===== config.mk =====
export PLATFORM = sky130hd
export DESIGN_NAME = bus_controller_rr
export DESIGN_NICKNAME = d
export VERILOG_FILES = /design/src/rtl/bus_controller_rr.sv
export SDC_FILE = /design/constraint.sdc
export NUM_CORES = 1
export LEC_CHECK = 0
export BUFFER_PORTS_ARGS = -buffer_cell sky130_fd_sc_hd__buf_2
export CORE_AREA = 2 2 262 264
export DETAILED_ROUTE_END_ITERATION = 8
export DIE_AREA = 0 0 264 266
export PLACE_DENSITY_LB_ADDON = 0.15
export SYNTH_ARGS = -nofsm -noshare
export SYNTH_HDL_FRONTEND = slang
export SYNTH_SLANG_ARGS = --single-unit

===== constraint.sdc =====
create_clock -name clk -period 7 [get_ports clk]
set_input_delay 0 -clock clk [delete_from_list [all_inputs] [get_ports clk]]
set_output_delay 0 -clock clk [all_outputs]
set_load 0.01 [all_outputs]

===== src/rtl/bus_controller_rr.sv =====
// Shared-bus controller: N masters to N slaves, round-robin arbitration,
// burst ownership and segment-fault reporting on bus protocol errors.
module bus_controller_rr #(
  parameter int N_MASTER = 4,
  parameter int N_SLAVE  = 8,
  parameter int AW       = 32,
  parameter int DW       = 32,
  parameter int ACK_TO   = 16,
  parameter int BUSY_TO  = 255
) (
  input  logic                   clk,
  input  logic                   reset,
  input  logic [N_MASTER*AW-1:0] master_addr,
  input  logic [N_MASTER*DW-1:0] master_wdata,
  input  logic [N_MASTER-1:0]    master_rreq,
  input  logic [N_MASTER-1:0]    master_wreq,
  output logic [N_MASTER-1:0]    master_acc,
  output logic [DW-1:0]          master_rdata,
  output logic                   master_busy,
  output logic [AW-1:0]          slave_addr,
  output logic [DW-1:0]          slave_wdata,
  output logic                   slave_rreq,
  output logic                   slave_wreq,
  input  logic [N_SLAVE*DW-1:0]  slave_rdata,
  input  logic [N_SLAVE-1:0]     slave_busy,
  input  logic [N_SLAVE-1:0]     slave_ack,
  output logic                   seg_fault,
  output logic [2:0]             seg_reason,
  output logic [AW-1:0]          seg_addr
);

  localparam int GW  = $clog2(N_MASTER);
  localparam int SW  = (N_SLAVE > 1) ? $clog2(N_SLAVE) : 1;
  localparam int CW  = $clog2(N_SLAVE + 1);
  localparam int AKW = $clog2(ACK_TO + 1);
  localparam int BSW = $clog2(BUSY_TO + 1);

  typedef enum logic [1:0] {
    IDLE,
    OWN,
    FAULT
  } state_t;

  state_t              state;
  logic [GW-1:0]       gidx;
  logic [GW-1:0]       last_grant;
  logic [GW-1:0]       win;
  logic [GW-1:0]       k;
  logic                found;
  logic [N_MASTER-1:0] req;
  logic [AKW-1:0]      ack_cnt;
  logic [BSW-1:0]      busy_cnt;
  logic [CW-1:0]       n_ack;
  logic [SW-1:0]       sel;
  logic                one_ack;
  logic                sel_busy;
  logic [DW-1:0]       sel_rdata;
  logic                g_rreq;
  logic                g_wreq;
  logic                g_req;
  logic [AW-1:0]       g_addr;
  logic [DW-1:0]       g_wdata;
  logic [2:0]          reason;
  logic                own;
  logic                hold;

  assign req = master_rreq | master_wreq;

  // rotating search starting just after the last owner
  always_comb begin
    win   = '0;
    found = 1'b0;
    k     = '0;
    for (int i = 1; i <= N_MASTER; i++) begin
      k = GW'((int'(last_grant) + i) % N_MASTER);
      if (!found && req[k]) begin
        found = 1'b1;
        win   = k;
      end
    end
  end

  always_comb begin
    n_ack = '0;
    sel   = '0;
    for (int j = 0; j < N_SLAVE; j++) begin
      if (slave_ack[j]) begin
        n_ack = n_ack + CW'(1);
        sel   = SW'(j);
      end
    end
  end

  always_comb begin
    sel_busy  = 1'b0;
    sel_rdata = '0;
    for (int j = 0; j < N_SLAVE; j++) begin
      if (sel == SW'(j)) begin
        sel_busy  = slave_busy[j];
        sel_rdata = slave_rdata[j*DW +: DW];
      end
    end
  end

  always_comb begin
    g_addr  = '0;
    g_wdata = '0;
    g_rreq  = 1'b0;
    g_wreq  = 1'b0;
    for (int i = 0; i < N_MASTER; i++) begin
      if (gidx == GW'(i)) begin
        g_addr  = master_addr[i*AW +: AW];
        g_wdata = master_wdata[i*DW +: DW];
        g_rreq  = master_rreq[i];
        g_wreq  = master_wreq[i];
      end
    end
  end

  assign g_req   = g_rreq | g_wreq;
  assign one_ack = (n_ack == CW'(1));
  assign own     = (state == OWN);
  assign hold    = (state != IDLE);

  assign slave_addr   = hold ? g_addr : '0;
  assign slave_wdata  = hold ? g_wdata : '0;
  assign slave_rreq   = own & g_rreq;
  assign slave_wreq   = own & g_wreq;
  assign master_rdata = (own && one_ack) ? sel_rdata : '0;
  assign master_busy  = own & (~one_ack | sel_busy);

  // ordered: illegal request > multi-ack > no-ack > busy timeout
  always_comb begin
    reason = 3'd0;
    if (g_rreq && g_wreq)
      reason = 3'd3;
    else if (n_ack > CW'(1))
      reason = 3'd2;
    else if (n_ack == '0 && ack_cnt >= AKW'(ACK_TO - 1))
      reason = 3'd1;
    else if (one_ack && sel_busy &&
             busy_cnt >= BSW'(BUSY_TO - 1))
      reason = 3'd4;
  end

  always_ff @(posedge clk or negedge reset) begin
    if (!reset) begin
      state      <= IDLE;
      master_acc <= '0;
      gidx       <= '0;
      last_grant <= GW'(N_MASTER - 1);
      ack_cnt    <= '0;
      busy_cnt   <= '0;
      seg_fault  <= 1'b0;
      seg_reason <= 3'd0;
      seg_addr   <= '0;
    end else begin
      seg_fault <= 1'b0;
      unique case (state)
        IDLE: begin
          if (found) begin
            master_acc <= N_MASTER'(1) << win;
            gidx       <= win;
            ack_cnt    <= '0;
            busy_cnt   <= '0;
            state      <= OWN;
          end
        end
        OWN: begin
          if (!g_req) begin
            master_acc <= '0;
            last_grant <= gidx;
            state      <= IDLE;
          end else if (reason != 3'd0) begin
            seg_fault  <= 1'b1;
            seg_reason <= reason;
            seg_addr   <= g_addr;
            state      <= FAULT;
          end else begin
            if (n_ack != '0)
              ack_cnt <= '0;
            else if (ack_cnt != AKW'(ACK_TO))
              ack_cnt <= ack_cnt + AKW'(1);
            if (!(one_ack && sel_busy))
              busy_cnt <= '0;
            else if (busy_cnt != BSW'(BUSY_TO))
              busy_cnt <= busy_cnt + BSW'(1);
          end
        end
        FAULT: begin
          if (!g_req) begin
            master_acc <= '0;
            last_grant <= gidx;
            state      <= IDLE;
          end
        end
        default: state <= IDLE;
      endcase
    end
  end

endmodule


==> results of run 1 <==
==> power by group through the flow <==
| stage | clock (W) | combinational (W) | sequential [W] |
|---|---|---|---|
| after floorplan | 0 | 0.00152 | 0.000605 |
| after global placement | 0 | 0.00256 | 0.000618 |
| after detailed placement | 0 | 0.00255 | 0.000619 |
| final | 0.000506 | 0.00248 | 0.000608 |
| after global routing | 0.000542 | 0.00268 | 0.000640 |
| after CTS | 0.000531 | 0.00256 | 0.000616 |
==> Yosys cell counts (6+ instances only) <==
| master | count |
|---|---|
| and2_1 | 7 |
| nand2b_1 | 7 |
| nand2_1 | 24 |
| nor4_1 | 6 |
| mux4_2 | 66 |
| o221ai_1 | 27 |
| a221oi_1 | 8 |
| mux2_2 | 9 |
| and3_1 | 6 |
| ha_1 | 18 |
| clkbuf_1 | 42 |
| a22oi_1 | 33 |
| inv_1 | 25 |
| mux2_1 | 28 |
| buf_6 | 6 |
| nand4_1 | 6 |
| nor2b_1 | 71 |
| nor3_1 | 12 |
| mux2i_1 | 55 |
| buf_1 | 15 |
| xnor2_1 | 11 |
| o21ai_0 | 72 |
| a21oi_1 | 21 |
| nand3_1 | 34 |
| o22ai_1 | 6 |
| buf_2 | 8 |
| nor2_1 | 59 |
| dfrtp_1 | 57 |
==> critical path: stages <==
cell and delay (ns):
buf_2 0.11, inv_1 0.06, ha_1 0.43, xor2_1 0.27, ha_1 0.33, xnor2_1 0.15
nand2_1 0.07, o31ai_1 0.10, xnor2_1 0.18, a21oi_1 0.12, ha_1 0.31, inv_1 0.03
a22o_1 0.25, a31oi_1 0.24, ha_1 0.28, nor4_1 0.22, a211o_1 0.30, nand2_2 0.12
or3b_2 0.85, nor3_1 0.33, buf_2 0.17
==> what timing repair did <==
| action | CTS | global route |
|---|---|---|
| endpoints found under the hold margin | 15 | 0 |
| resized for setup | 0 | 0 |
| buffers inserted | 0 | 0 |
| hold buffers | 1 | 0 |
==> flip-flops by register name, indices dropped and copies added (netlist names), 2 cells and up <==
| register | cells |
|---|---|
| state | 2 |
| gidx | 2 |
| seg_reason | 3 |
| busy_cnt | 8 |
| ack_cnt | 5 |
| last_grant | 2 |
| seg_addr | 32 |
| master_acc | 4 |
==> kinds of logic after synthesis <==
kind of cell,after synthesis,share of synthesized area [%]
flops,59,19.3
mux,158,32.0
buf+inv,99,5.64
xor+xnor,17,2.57
fa+ha+maj,18,2.94
simple gates,252,17.6
compound gates,218,19.9
==> path summary, 6_finish.rpt <==
kind	cells after the start	slack (ns)	from	end
max reg2reg	8	3.82	gidx[0]	busy_cnt[7]
min	3	0.06	master_wreq[2]	master_acc[0]
max in group asynchronous	3	5.79	reset	gidx[0]
min reg2reg	2	0.48	master_acc[1]	master_acc[1]
min in group asynchronous	2	0.10	reset	seg_addr[16]
max	21	2.02	slave_ack[1]	master_rdata[5]
==> through the flow <==
step / setup WS, ns / hold WS [ns] / area (um^2) / cells
after CTS: 2.06 / 0.0400 / 12300 / 2337
after global routing: 1.55 / 0.0964 / 12300 / 2349
final: 2.02 / 0.0628 / 12300 / 2351
after floorplan: 3.02 / -0.296 / 7660 / 821
after global placement: 2.15 / -0.0462 / 12000 / 2320
after detailed placement: 2.03 / -0.0446 / 12000 / 2320
==> cell type report <==
type                       instances  area share [%]
clock inverter                     4           0.609
sequential                        59            12.0
inverter                          26           0.791
clock buffer                      12            2.00
multi-input combinational        663            46.9
timing repair buffer             691            28.5
tap                              882            8.95
antenna                           14           0.284
==> metal layers <==
| metal | vias up | routed length [um] | GRT usage (%) | share of wire [%] |
|---|---|---|---|---|
| met5 | - | 113 | 0 | 0.23 |
| met4 | 16 | 2400 | 7.02 | 4.9 |
| met2 | 499 | 27300 | 27.2 | 55 |
| met1 | 4535 | 16100 | 12.1 | 33 |
| li1 | 4443 | - | - | - |
| met3 | 91 | 3370 | 3.52 | 6.8 |
==> out/results.ini, run 1 <==
[grt]
antenna_found_initial=31
grt_pass1_vias=10100
grt_pass1_wl_mm=68.9
track_usage_pct=13.5
grt_overflow=0
grt_max_degree=69

[logic_synthesis]
syn_area_um2=7660
yosysWarnings=0
synth_cell_types=76
syn_avg_cell_area_um2=9.33
synth_top_area_cell=mux4_2
syn-num-nets=1377
synth.top_cell.area_share_pct=19.4
ys_ff_latch=59
ys_seq_area_share_pct=19.3
synth.area.top_cells=mux4_2 19%, dfrtp_1 19%, mux2i_1 7.2%, nor2b_1 5.8%, o21ai_0 4.7%
synth_edf_count=0
synth-main-ff-cell=dfrtp_1
netlist_instances=821
async_flop_share_pct=100

[floorplan]
die-area_um2=70200
fp.coreArea_um2=67700
die_y_um=266
start_util_pct=11.3
chipWidth_um=264
io_pins=677
std_cell_rows=96

[drt]
routed_wl_mm=49.3
vias=9584
drtPass1Iterations=5
drc=0
dr.first_iter.drc_count=361
wl_per_cell_um=21.0
antenna_left=0
viasPerCell=4.08

[timing]
clock_skew_ns=0.00999
max_freq_mhz=201
layout_worst_path_cycle_share_pct=71.1
slew_headroom_pct=32.2
finalMaxSlewViolations=0
period_minus_slack_ns=4.98
finalHoldViolations=0
setup_tns_ns=0
tightest_slew_ns=1.02
setup_viol=0
rsz0062_at_grt=false

[power]
combPwrFrac_pct=69.0
power_w=0.00359
seq_power_share_pct=16.9
swShare_pct=45.8
p_leak_nw=5.72
clockPowerShare_pct=14.1
powerDensity_nw_per_um2=291
power.internal_w=0.00195
power.switching_w=0.00165
vdd_drop_max_mv=0.162

[hold_path]
min_path_type=in -> reg

[cells_and_area]
nets=2006
ff_latch_area_um2=1490
drive_gt1_share_pct=55.7
utilization_pct=18.2
final_cell_mix=676 x buf_2, 72 x o21ai_0, 71 x nor2b_1
final_common_cell=buf_2
areaGrowthSynthToFinish_pct=61.1
multi_input_area_um2=5780
num-fill-cells=7755

[cts]
cts_made_buffers=9
clkSinkCount=59
clk_latency_ns=0.36
cts.htree.levels=3
cts_tree=done
cts_max_path_buffers=2
clock-root-buffer=clkbuf_16
clkTransAtPathRegs_ns=0.05

[worst_setup_path]
path_class=in -> out
cp.required_ns=7.00
critPathLaunchType=input pin
endpoint_kind=output port
crit_fanout=32
critical_path_arrival_ns=4.98

[status]
status=complete, no violations

[placed_design]
io_buffers=676
hpwlAfterDp_mm=41.7
gp_congestion=0.883

[flow_run]
cap_violations=0

(Power assumes the default switching activity.)
==> run 2, diff against run 1 <==
- ABC_AREA: not set -> 1
- CORE_AREA: 2 2 262 264 -> 2 2 261 263
- DIE_AREA: 0 0 264 266 -> 0 0 263 265
- clock period: 7 -> 4 ns (I/O delays scaled with it)
==> run 2 against run 1 <==
  * Power is 86% higher
  * Synthesized cell count grew 57%
  * Via count is 24% higher
  * Synthesized area decreased by 1.5%
  * Non-clock buffer count is 67 higher
  * Sequential share of layout area is 0.60 points lower
  * Clock skew decreased by 0.0022 ns
  * Sequential power up 61%
  * First-iteration DRC count rose by 110%
  * Combinational power up 98%
  * Setup slack worse by 1.9 ns
  * Largest cell class unchanged
  * Core utilization up 1.1 points
==> out/results.ini, run 2 <==
[worst_setup_path]
slowest_delay_ns=0.36
reg2reg_to=busy_cnt[7]
crit_fanout=5
reg2reg_from=gidx[1]
slowest_stage=a311oi_4
reg2reg_setup_slack_ns=1.24
critical_path_arrival_ns=3.89
r2r_cells=13
cp.required_ns=4.00
crit_buf_inv=8
endpoint_kind=output port
path_delay_family=simple AND/OR/NAND/NOR gates
critPathLaunchType=input pin
path_common_cell=nand2_2
path_class=in -> out
cp.depth=28

[cells_and_area]
nets=2531
drive_gt1_share_pct=43.0
largest_reg_flops=32
regMostFlops=seg_addr
num-fill-cells=7919
final_cell_mix=675 x buf_2, 340 x nand2_1, 166 x nor2_1
utilization_pct=19.3
largestRegisters=seg_addr: 32 flops, busy_cnt: 8 flops, ack_cnt: 5 flops
final_common_cell=buf_2
areaGrowthSynthToFinish_pct=71.3
design_area_um2=12900

[status]
status=complete, no violations

[power]
power.switching_w=0.00361
power.internal_w=0.00307
powerDensity_nw_per_um2=517
p_leak_nw=6.58
seq_power_share_pct=14.6
swShare_pct=54.0
clockPowerShare_pct=12.0
combPwrFrac_pct=73.3
power_w=0.00668
vdd_drop_max_mv=0.354

[logic_synthesis]
synth.area.top_cells=dfrtp_1 19%, nand2_1 17%, nor2_1 8.4%, a21oi_1 6.7%, nand3_1 6.2%
synth_common_cells=348 x nand2_1, 168 x nor2_1, 101 x a21oi_1, 94 x inv_1, 93 x nand3_1
syn-num-nets=1847
netlist_instances=1291
async_flop_share_pct=100
synth-main-ff-cell=dfrtp_1
syn_avg_cell_area_um2=5.84
synth_edf_count=0
syn_area_um2=7540
synthMostInstantiatedCell=nand2_1
ys_ff_latch=59
synth_cell_types=49
yosysWarnings=0
ys_seq_area_share_pct=19.6
synth.top_cell.area_share_pct=18.9
synth_top_area_cell=dfrtp_1

[cts]
clk_latency_ns=0.34
clkTransAtPathRegs_ns=0.05
cts.htree.levels=3
cts_max_path_buffers=2
cts_made_buffers=9
cts_tree=done
clkSinkCount=59
clock-root-buffer=clkbuf_16

[grt]
antenna_found_initial=15
grt_max_degree=60
grt_pass1_vias=11700
track_usage_pct=15.1
grt_overflow=0
grt_pass1_wl_mm=78.5

[floorplan]
die_y_um=265
chipWidth_um=263
fp.coreArea_um2=66800
die-area_um2=69700
std_cell_rows=95
io_pins=677
start_util_pct=11.3

[timing]
post-route-worst-setup-slack_ns=0.110
setup_tns_ns=0
tightest_slew_ns=1.01
finalHoldViolations=0
period_minus_slack_ns=3.89
finalMaxSlewViolations=0
clock_skew_ns=0.00774
layout_worst_path_cycle_share_pct=97.3
setup_viol=0
slew_headroom_pct=32.4
max_freq_mhz=257

[placed_design]
placed_area_um2=12200
hpwlAfterDp_mm=47.3
pre_cts_ws_ns=-0.103
gp_congestion=1.04
io_buffers=676

[drt]
wl_per_cell_um=19.7
dr.first_iter.drc_count=749
antenna_left=0
drtPass1Iterations=5
viasPerCell=4.15
drc=0
vias=11900
routed_wl_mm=56.6

[hold_path]
hold_path_depth=3
min_path_type=in -> reg
whs_endpoint=seg_addr[28]
min_from=master_addr[92]

[flow_run]
cap_violations=0

==> run 2: cell types whose count changed in the layout (fill, tap and decap cells not counted), moves of 57 or more <==
cell | before | now
a21oi_1 | 21 | 100
inv_1 | 24 | 91
mux4_2 | 66 | 0
nand2_1 | 24 | 340
nand3_1 | 34 | 91
nor2_1 | 59 | 166
nor2b_1 | 71 | 0
==> run 2: stage by stage <==
step	std cells	hold slack [ns]
after floorplan	1291	-0.296
after global placement	2814	0.110
after detailed placement	2814	0.120
after CTS	2843	0.00197
after global routing	2862	0.0246
final	2867	0.0160
==> run 2: power by group through the flow <==
stage	combinational [W]	sequential [W]	clock [W]
finish	0.00490	0.000979	0.000804
global route	0.00538	0.00101	0.000867
CTS	0.00488	0.000984	0.000836
detailed placement	0.00485	0.000990	0
global placement	0.00484	0.000996	0
floorplan	0.00271	0.00102	0
==> run 2: cell type report <==
type                            count  area (um^2)  share of cell area [%]
Clock inverter                      5         61.3                   0.474
Tap cell                          873         1090                    8.45
Sequential cell                    59         1480                    11.5
Timing Repair Buffer              758         4140                    32.0
Inverter                          105          394                    3.05
Antenna cell                       14         35.0                   0.271
Multi-Input combinational cell   1042         5470                    42.3
Clock buffer                       11          253                    1.96
==> run 2: tightest hold or removal path, cell delays in order <==
cell	delay, ns
buf_2	0.07
a221oi_1	0.10
o21ai_1	0.13
==> run 2: layer usage <==
layer | global-route usage, % | part of all wire, % | routed length (um)
met5 | 0 | 0.16 | 92
met4 | 3.49 | 1.3 | 761
met3 | 3.83 | 7.3 | 4130
met2 | 25.7 | 49 | 27800
met1 | 19.1 | 42 | 23800
==> run 2: logic make-up after synthesis <==
family	count (synthesis)	share of synthesized area, %
flip-flops	59	19.6
AND/OR/NAND/NOR	701	40.3
buffers and inverters	190	10.4
AO/OA/AOI/OAI	313	25.4
adder cells (fa/ha/maj)	18	2.99
XOR/XNOR	10	1.26
==> run 2: what timing repair did <==
| item | CTS | global route |
|---|---|---|
| endpoints found under the hold margin | 43 | 1 |
| pin swaps | 0 | 13 |
| setup endpoints to repair | 6 | 40 |
| setup buffers | 0 | 9 |
| hold buffers | 13 | 1 |
| gates resized for setup | 2 | 37 |
==> run 2: worst max-delay path by stage <==
stage	endpoint	startpoint
6_report	master_rdata[6]	slave_ack[0]
4_1_cts	master_rdata[27]	slave_ack[0]
3_3_place_gp	master_rdata[6]	slave_ack[0]
5_1_grt	master_rdata[6]	slave_ack[1]
3_5_place_dp	master_rdata[6]	slave_ack[0]
2_1_floorplan	ack_cnt[0]	slave_ack[0]
==> run 3, diff against run 2 <==
- CTS_CLUSTER_DIAMETER: not set -> 50
- REMOVE_ABC_BUFFERS: not set -> 1
==> run 3 against run 2 <==
  * Setup slack better by 0.064 ns
  * Via count up 0.38%
  * Core utilization down 0.20 points
  * Critical path depth is 3 lower
  * First-iteration DRC count increased by 13%
  * Maximum frequency grew 1.7%
  * Clock skew up 0.0072 ns
  * Critical endpoint is now master_rdata[4]
  * Largest cell class unchanged
  * Largest power group unchanged
  * Highest routed layer unchanged
==> out/results.ini, run 3 (synthesis gave the netlist of run 2 again) <==
[floorplan]
start_util_pct=11.3
chipWidth_um=263
fp.coreArea_um2=66800
die_y_um=265
io_pins=677
die-area_um2=69700
std_cell_rows=95

[placed_design]
io_buffers=676
gp_congestion=1.04
dp_cells=2811
hpwlAfterDp_mm=46.4
pre_cts_ws_ns=-0.0675

[drt]
wl_per_cell_um=19.6
drtPass1Iterations=5
routed_wl_mm=56.1
drc=0
dr.first_iter.drc_count=850
viasPerCell=4.19
vias=11900
antenna_left=0

[grt]
grt_overflow=0
grt_max_degree=60
grt_pass1_vias=12000
grt_pass1_wl_mm=79.1
antenna_found_initial=13
track_usage_pct=15.1

[worst_setup_path]
slowest_stage=a211oi_1
cp.required_ns=4.00
path_class=in -> out
reg2reg_setup_slack_ns=1.20
critical_path_arrival_ns=3.83
slowest_delay_ns=0.37
crit_buf_inv=5
path_delay_family=simple AND/OR/NAND/NOR gates
critPathLaunchType=input pin
crit_fanout=5
path_common_cell=ha_1
endpoint_kind=output port

[power]
vdd_drop_max_mv=0.290
combPwrFrac_pct=72.9
seq_power_share_pct=14.6
power.internal_w=0.00308
power.switching_w=0.00363
swShare_pct=54.1
powerDensity_nw_per_um2=525
clockPowerShare_pct=12.5
p_leak_nw=6.55

[flow_run]
cap_violations=0

[timing]
finalHoldViolations=0
slew_headroom_pct=29.6
period_minus_slack_ns=3.83
max_freq_mhz=261
setup_tns_ns=0
finalMaxSlewViolations=0
post-route-worst-setup-slack_ns=0.174
layout_worst_path_cycle_share_pct=95.7
tightest_slew_ns=1.05
setup_viol=0
clock_skew_ns=0.0149

[cells_and_area]
drive_gt1_share_pct=41.8
final_common_cell=buf_2
multi_input_area_um2=5380
num-fill-cells=7911
final_cell_mix=676 x buf_2, 344 x nand2_1, 166 x nor2_1
nets=2523
largest_reg_flops=32
largestRegisters=seg_addr: 32 flops, busy_cnt: 8 flops, ack_cnt: 5 flops
regMostFlops=seg_addr
ff_latch_area_um2=1480
final_cells=2855
areaGrowthSynthToFinish_pct=69.5

[cts]
cts_made_buffers=9
cts.htree.levels=3
cts_max_path_buffers=2
clkTransAtPathRegs_ns=0.05
cts_tree=done
clock-root-buffer=clkbuf_16
clkSinkCount=59
clk_latency_ns=0.35

[status]
status=complete, no violations

[hold_path]
min_path_type=in -> reg

==> run 3: cell count changes in the layout (fill, tap and decap cells not counted), sizes merged <==
cell,before,now
dlygate4sd3,14,15
buf,744,733
bufinv,1,2
diode,14,11
==> run 3: final cells by class <==
type                       count  area share [%]
tap                          873            8.54
sequential                    59            11.6
inverter                     105            3.08
antenna                       11           0.215
clock inverter                 6           0.714
clock buffer                   9            1.76
multi-input combinational   1042            42.1
timing repair buffer         750            32.0
==> run 3: through the flow <==
step           utilization [%]  power (W)  instance area [um^2]  hold WS (ns)
6_report                  19.1    0.00671                 12800        0.0158
3_3_place_gp              18.2    0.00586                 12200       -0.0171
2_1_floorplan                -    0.00352                  7160        -0.296
5_1_grt                   19.1    0.00730                 12800        0.0133
3_5_place_dp              18.2    0.00586                 12200       -0.0215
4_1_cts                   18.9    0.00677                 12600      0.000841
==> run 3: path summary, 6_finish.rpt <==
check,start,endpoint,cells past startpoint
setup reg to reg,state[1],busy_cnt[6],11
hold / removal,master_addr[118],seg_addr[22],3
min in group asynchronous,reset,seg_addr[0],2
setup / recovery,slave_ack[0],master_rdata[4],25
hold reg to reg,seg_reason[1],seg_reason[1],2
max in group asynchronous,reset,last_grant[0],3
==> run 3: repair_timing <==
| action | in CTS | in global routing |
|---|---|---|
| cloned | 0 | 2 |
| hold buffers | 15 | 0 |
| setup buffers | 0 | 1 |
| pin swaps | 0 | 6 |
| endpoints found under the hold margin | 32 | 0 |
| gates resized for setup | 2 | 13 |
| endpoints found under the setup margin | 6 | 31 |
==> run 3: power groups by stage <==
stage / Sequential (W) / Clock (W) / Combinational, W
2_1_floorplan: 0.00106 / 0 / 0.00246
5_1_grt: 0.00101 / 0.000896 / 0.00539
3_5_place_dp: 0.000992 / 0 / 0.00487
4_1_cts: 0.000985 / 0.000874 / 0.00491
3_3_place_gp: 0.000998 / 0 / 0.00487
6_report: 0.000982 / 0.000840 / 0.00489
==> run 3: routing by layer <==
metal	global-route usage, %	routed length [um]	part of all wire [%]	up-vias
li1	-	-	-	5752
met5	0	34	0.061	-
met1	18.8	23300	41	5620
met2	25.6	27500	49	513
met4	3.95	944	1.7	6
met3	3.97	4360	7.8	58
==> run 3: tightest hold or removal path, cell delays in order <==
cell and delay [ns]:
buf_2 0.08, a221oi_1 0.11, o21ai_1 0.13
